--- src/rtl/branch_predictor_btb_pkg.sv ---
// branch_predictor_btb_pkg: default sizes and addressing constants for the BTB
package branch_predictor_btb_pkg;
    localparam int XLEN_DEF    = 32;
    localparam int ENTRIES_DEF = 16;
    localparam int CTR_W_DEF   = 2;
    localparam int STAT_W_DEF  = 32;
    localparam int WORD_OFF    = 2;
endpackage

--- src/rtl/branch_predictor_btb_sat_counter.sv ---
// sat_counter: saturating up/down counter with load, one per BTB entry
module sat_counter #(
    parameter int W = 2,
    parameter logic [W-1:0] RST_VAL = '0
) (
    input  logic         clk,
    input  logic         rst_n,
    input  logic         inc,
    input  logic         dec,
    input  logic         load,
    input  logic [W-1:0] load_val,
    output logic [W-1:0] cnt
);
    // load wins over inc/dec; inc and dec stop at the rails
    always_ff @(posedge clk or negedge rst_n)
        if (!rst_n) cnt <= RST_VAL;
        else if (load) cnt <= load_val;
        else if (inc && !(&cnt)) cnt <= cnt + W'(1);
        else if (dec && (|cnt)) cnt <= cnt - W'(1);
endmodule

--- src/rtl/branch_predictor_btb.sv ---
// branch_predictor_btb: direct-mapped BTB with direction counters, redirect and stats
module branch_predictor_btb
    import branch_predictor_btb_pkg::*;
#(
    parameter int XLEN    = XLEN_DEF,
    parameter int ENTRIES = ENTRIES_DEF,
    parameter int CTR_W   = CTR_W_DEF,
    parameter int STAT_W  = STAT_W_DEF
) (
    input  logic              clk,
    input  logic              rst_n,
    input  logic [XLEN-1:0]   lookup_pc,
    output logic              pred_hit,
    output logic              pred_taken,
    output logic [XLEN-1:0]   pred_target,
    input  logic              upd_valid,
    input  logic [XLEN-1:0]   upd_pc,
    input  logic              upd_taken,
    input  logic [XLEN-1:0]   upd_target,
    input  logic              upd_pred_taken,
    input  logic [XLEN-1:0]   upd_pred_target,
    output logic              mispredict,
    output logic [XLEN-1:0]   redirect_pc,
    input  logic              stat_clear,
    output logic [STAT_W-1:0] stat_branches,
    output logic [STAT_W-1:0] stat_mispredicts
);
    localparam int IDX_W = $clog2(ENTRIES);
    localparam int TAG_W = XLEN - IDX_W - WORD_OFF;
    localparam logic [CTR_W-1:0] WEAK_NT = CTR_W'((1 << (CTR_W - 1)) - 1);
    localparam logic [CTR_W-1:0] WEAK_T  = CTR_W'(1 << (CTR_W - 1));

    logic [ENTRIES-1:0] valid;
    logic [TAG_W-1:0]   tags    [ENTRIES];
    logic [XLEN-1:0]    targets [ENTRIES];
    logic [CTR_W-1:0]   ctrs    [ENTRIES];
    logic [IDX_W-1:0]   l_idx, u_idx;
    logic [TAG_W-1:0]   l_tag, u_tag;
    logic               u_hit;

    assign l_idx = lookup_pc[IDX_W+WORD_OFF-1:WORD_OFF];
    assign l_tag = lookup_pc[XLEN-1:IDX_W+WORD_OFF];
    assign u_idx = upd_pc[IDX_W+WORD_OFF-1:WORD_OFF];
    assign u_tag = upd_pc[XLEN-1:IDX_W+WORD_OFF];
    assign u_hit = valid[u_idx] && tags[u_idx] == u_tag;

    assign pred_hit    = valid[l_idx] && tags[l_idx] == l_tag;
    assign pred_taken  = pred_hit && ctrs[l_idx][CTR_W-1];
    assign pred_target = pred_taken ? targets[l_idx] : lookup_pc + XLEN'(4);

    assign mispredict  = upd_valid && (upd_taken != upd_pred_taken ||
                                       (upd_taken && upd_target != upd_pred_target));
    assign redirect_pc = upd_taken ? upd_target : upd_pc + XLEN'(4);

    for (genvar i = 0; i < ENTRIES; i++) begin : g_ctr
        logic wr;
        assign wr = upd_valid && u_idx == IDX_W'(i);
        sat_counter #(.W(CTR_W), .RST_VAL(WEAK_NT)) u_ctr (
            .clk      (clk),
            .rst_n    (rst_n),
            .inc      (wr && u_hit && upd_taken),
            .dec      (wr && u_hit && !upd_taken),
            .load     (wr && !u_hit && upd_taken),
            .load_val (WEAK_T),
            .cnt      (ctrs[i])
        );
    end

    // allocation on a taken miss marks the entry valid
    always_ff @(posedge clk or negedge rst_n)
        if (!rst_n) valid <= '0;
        else if (upd_valid && upd_taken && !u_hit) valid[u_idx] <= 1'b1;

    // tag/target storage is unreset; rst_n gating keeps a reset edge from writing it
    always_ff @(posedge clk)
        if (rst_n && upd_valid && upd_taken) begin
            targets[u_idx] <= upd_target;
            if (!u_hit) tags[u_idx] <= u_tag;
        end

    // statistics: clear beats increment, both stick at all-ones
    always_ff @(posedge clk or negedge rst_n)
        if (!rst_n) begin
            stat_branches    <= '0;
            stat_mispredicts <= '0;
        end else if (stat_clear) begin
            stat_branches    <= '0;
            stat_mispredicts <= '0;
        end else begin
            if (upd_valid && !(&stat_branches)) stat_branches <= stat_branches + STAT_W'(1);
            if (mispredict && !(&stat_mispredicts)) stat_mispredicts <= stat_mispredicts + STAT_W'(1);
        end
endmodule

--- config.mk ---
export PLATFORM = sky130hd
export DESIGN_NAME = branch_predictor_btb
export DESIGN_NICKNAME = d
export VERILOG_FILES = /design/src/rtl/branch_predictor_btb_pkg.sv /design/src/rtl/branch_predictor_btb_sat_counter.sv /design/src/rtl/branch_predictor_btb.sv
export SDC_FILE = /design/constraint.sdc
export NUM_CORES = 2
export LEC_CHECK = 0
export CAP_MARGIN = 20
export CORE_AREA = 5 5 337 505
export CTS_BUF_LIST = sky130_fd_sc_hd__clkbuf_4 sky130_fd_sc_hd__clkbuf_8
export DETAILED_ROUTE_END_ITERATION = 16
export DIE_AREA = 0 0 342 510
export GPL_ROUTABILITY_DRIVEN = 0
export GPL_TIMING_DRIVEN = 0
export MAX_ROUTING_LAYER = met4
export PLACE_DENSITY = 0.48
export SKIP_CTS_REPAIR_TIMING = 1
export SLEW_MARGIN = 10
export SYNTH_ARGS = -nofsm -noshare
export SYNTH_HDL_FRONTEND = slang
export SYNTH_HIERARCHICAL = 1
export SYNTH_SLANG_ARGS = --single-unit
--- constraint.sdc ---
create_clock -name clk -period 7.3 [get_ports clk]
set_input_delay 2.19 -clock clk [delete_from_list [all_inputs] [get_ports clk]]
set_output_delay 2.19 -clock clk [all_outputs]
set_load 0.05 [all_outputs]
==> run metrics <==
GRT Overall Usage 0.232; Detail Route Antenna Nets 0; M3 GR Usage 0.0487; CP max stage cell mux2i_1; Pleak 20.8 nW; Yosys cell types 85; status complete, but fails checks; # port buffers 254; clk buf depth 3; crit path DAT 5.76 ns; crit-path cells clkbuf_4, buf_12, buf_6, mux4_2, mux2i_1, nor2_1, a21oi_1, a41o_1, o2111ai_4, nor4_4, buf_4, buf_12, clkbuf_16, mux2_4, buf_6; CTS Sinks 1040; CTS Root Cell clkbuf_8; H-tree levels 4; met2 Resource Use GR 0.370; final slew viol count 0; core box area 165000 µm²; peak supply drop 0.194 mV; Mapped Cells 3060; max-capacitance violation count 0; vias in the first global route 33400; Yosys Warn Count 6; GR Overflow Total 0; post-synth top area cell edfxtp_1; post-layout util 0.368; CTS clk-pin slew, worst paths 0.06 ns; Via density 5.51; Area after DPL 55900 µm²; Setup TNS -19.88 ns; Crit path largest cell delay 0.66 ns; endpoints failing hold 0; Die Ht 510 µm; xor and xnor area share after synthesis 0.0265; Worst setup EP type output port; share of Yosys cell area claimed by the top area cell type 0.566; most common cell in the netlist edfxtp_1; CP Max Fanout 10; Hold Slack 0.497 ns; failing checks setup timing; relative slew slack 0.181; gr busiest metal met2; IO Pins 265; Layout Skew 0.0509 ns; Final period util 1.09; ys flop type edfxtp_1; Starting Density 0.298; post-layout min period 7.95 ns; final worst slack -0.651 ns; Synth Area in Simple Gates 0.0698; post-DP HPWL 146 mm; Worst-Margin Slew 1.23 ns; PwrDens 217 nW/µm²; asr flop ratio synth 0.108; layout cell share with drive strength beyond 1 0.307; RSZ-0062 raised after global routing yes; routed len/inst 33.6 µm; HP Class reg2reg; via count 33100; die area 174000 µm²; CTS tree yes; placed insts 5647; Post-Syn Area 49200 µm²; met1 GRT Util 0.271; initial antenna violation count 19; first-pass GRT wire length 271 mm; EDFF count, synth 928; Finished Cell Area 60700 µm²; Rows 183; critical path class in2out; Synth top cells by count edfxtp_1 (928), mux4_2 (320), mux2i_1 (170); average cell area after synthesis 16.1 µm²; 1st-iter DRT viols 3577; synth top area cells edfxtp_1 (57%), mux4_2 (15%), dfrtp_1 (4.9%); Final nets 3789; FF+latch count, synth 1040; # setup viols final 40; non-filler cells, final 6007; Worst setup SP type primary input; Detailed Routing Iterations Pass 1 8; Area Overhead vs Synth 23.3%; Die W 342 µm; Synth Area in Adders 0.00178; Max Clk Rate 126 MHz; WP data required 5.11 ns; Synth Area in Compound Gates 0.0585; largest family of logic cells by synthesized area multiplexers; total wire length 202 mm; multiplexer area fraction after synthesis 0.197; CTS buffer count 164; clk_lat worst skew 0.95 ns; post-synthesis sequential area ratio 0.623; DR DRC count 0; largest net degree at the start of global routing 66
-- worst max-delay path: cells and delay by family --
family                 cells  cell delay, ns
AO/OA/AOI/OAI              3            0.55
AND/OR/NAND/NOR            2            0.38
buffers and inverters      7            1.26
multiplexers               3            1.32
-- final cells by class --
class | instances | area, µm²
sequential | 1040 | 30700
clock inverter | 76 | 500
timing repair buffer | 394 | 4140
tap | 2220 | 2780
multi-input combinational | 1811 | 18200
clock buffer | 216 | 2660
inverter | 54 | 210
buffer | 183 | 1510
fill | 15900 | 104000
antenna | 13 | 32.5
-- stage by stage --
| stage | setup WS, ns | power, W |
|---|---|---|
| floorplan | 0.00605 | 0.00752 |
| global placement | -7.59 | 0.00822 |
| detailed placement | -3.26 | 0.00824 |
| CTS | -3.29 | 0.0132 |
| global route | -0.631 | 0.0136 |
| finish | -0.651 | 0.0132 |
-- flip-flops by register name, summed over array words and instances (netlist names) --
register          flops
stat_branches        32
tags                416
g_ctr.u_ctr/cnt      32
stat_mispredicts     32
valid                16
targets             512
-- where the power goes --
part / total (W) / internal (W) / switching [W]
clock: 0.00497 / 0.00248 / 0.00249
sequential: 0.00662 / 0.00657 / 0.0000501
combinational: 0.00160 / 0.000591 / 0.00101
-- kinds of logic (layout without fill, tap and decap cells) --
| kind of cell | after synthesis | count (layout) |
|---|---|---|
| xor+xnor | 149 | 149 |
| flops | 1040 | 1040 |
| simple gates | 684 | 684 |
| buf+inv | 239 | 923 |
| mux | 549 | 549 |
| other cells | 2 | 45 |
| fa+ha+maj | 7 | 7 |
| compound gates | 390 | 390 |
-- per-layer routing --
| metal | vias up | routed length, µm |
|---|---|---|
| met1 | 17300 | 75400 |
| met2 | 1767 | 96400 |
| met4 | 0 | 14300 |
| met5 | - | 0 |
| li1 | 13500 | - |
| met3 | 521 | 15900 |
-- placed cells by master, fill, tap and decap left out, types with 19 or more instances in the layout --
master | Yosys | final
edfxtp_1 | 928 | 928
mux4_2 | 320 | 320
clkbuf_8 | 0 | 166
mux2i_1 | 170 | 159
nand2_1 | 159 | 155
clkdlybuf4s50_1 | 0 | 137
nor2_1 | 150 | 134
buf_4 | 31 | 98
dfrtp_1 | 96 | 96
xnor2_1 | 82 | 71
clkbuf_4 | 0 | 65
buf_6 | 10 | 64
xor2_1 | 67 | 64
nor3_1 | 81 | 62
clkbuf_2 | 0 | 61
clkbuf_1 | 89 | 59
a21oi_1 | 56 | 56
o21ai_0 | 61 | 51
inv_1 | 51 | 50
nand3_1 | 47 | 46
buf_12 | 1 | 42
a22oi_1 | 57 | 42
nor2b_1 | 46 | 40
nand4_1 | 39 | 39
clkinv_1 | 2 | 37
dlymetal6s2s_1 | 0 | 34
mux2_4 | 28 | 32
conb_1 | 2 | 32
a22o_1 | 29 | 28
o21ai_1 | 18 | 27
mux2_2 | 31 | 27
nand2b_1 | 27 | 25
and3_1 | 31 | 25
buf_2 | 42 | 24
nor4_1 | 26 | 23
clkinv_2 | 0 | 21
o22ai_1 | 20 | 20
or3_1 | 22 | 20
buf_8 | 0 | 19
-- final timing paths --
check	start	endpoint	slack [ns]	depth (start not counted)
min	valid[1]	valid[1]	0.50	1
max	lookup_pc[4]	pred_target[25]	-0.65	15
min in group asynchronous	rst_n	stat_branches[5]	1.22	1
max in group asynchronous	rst_n	g_ctr[8].u_ctr/cnt[0]	5.32	2
max reg2reg	tags[11][1]	tags[13][1]	2.20	15
min reg2reg	valid[1]	valid[1]	0.50	1
No activity file was read; power rests on OpenSTA's default activity.
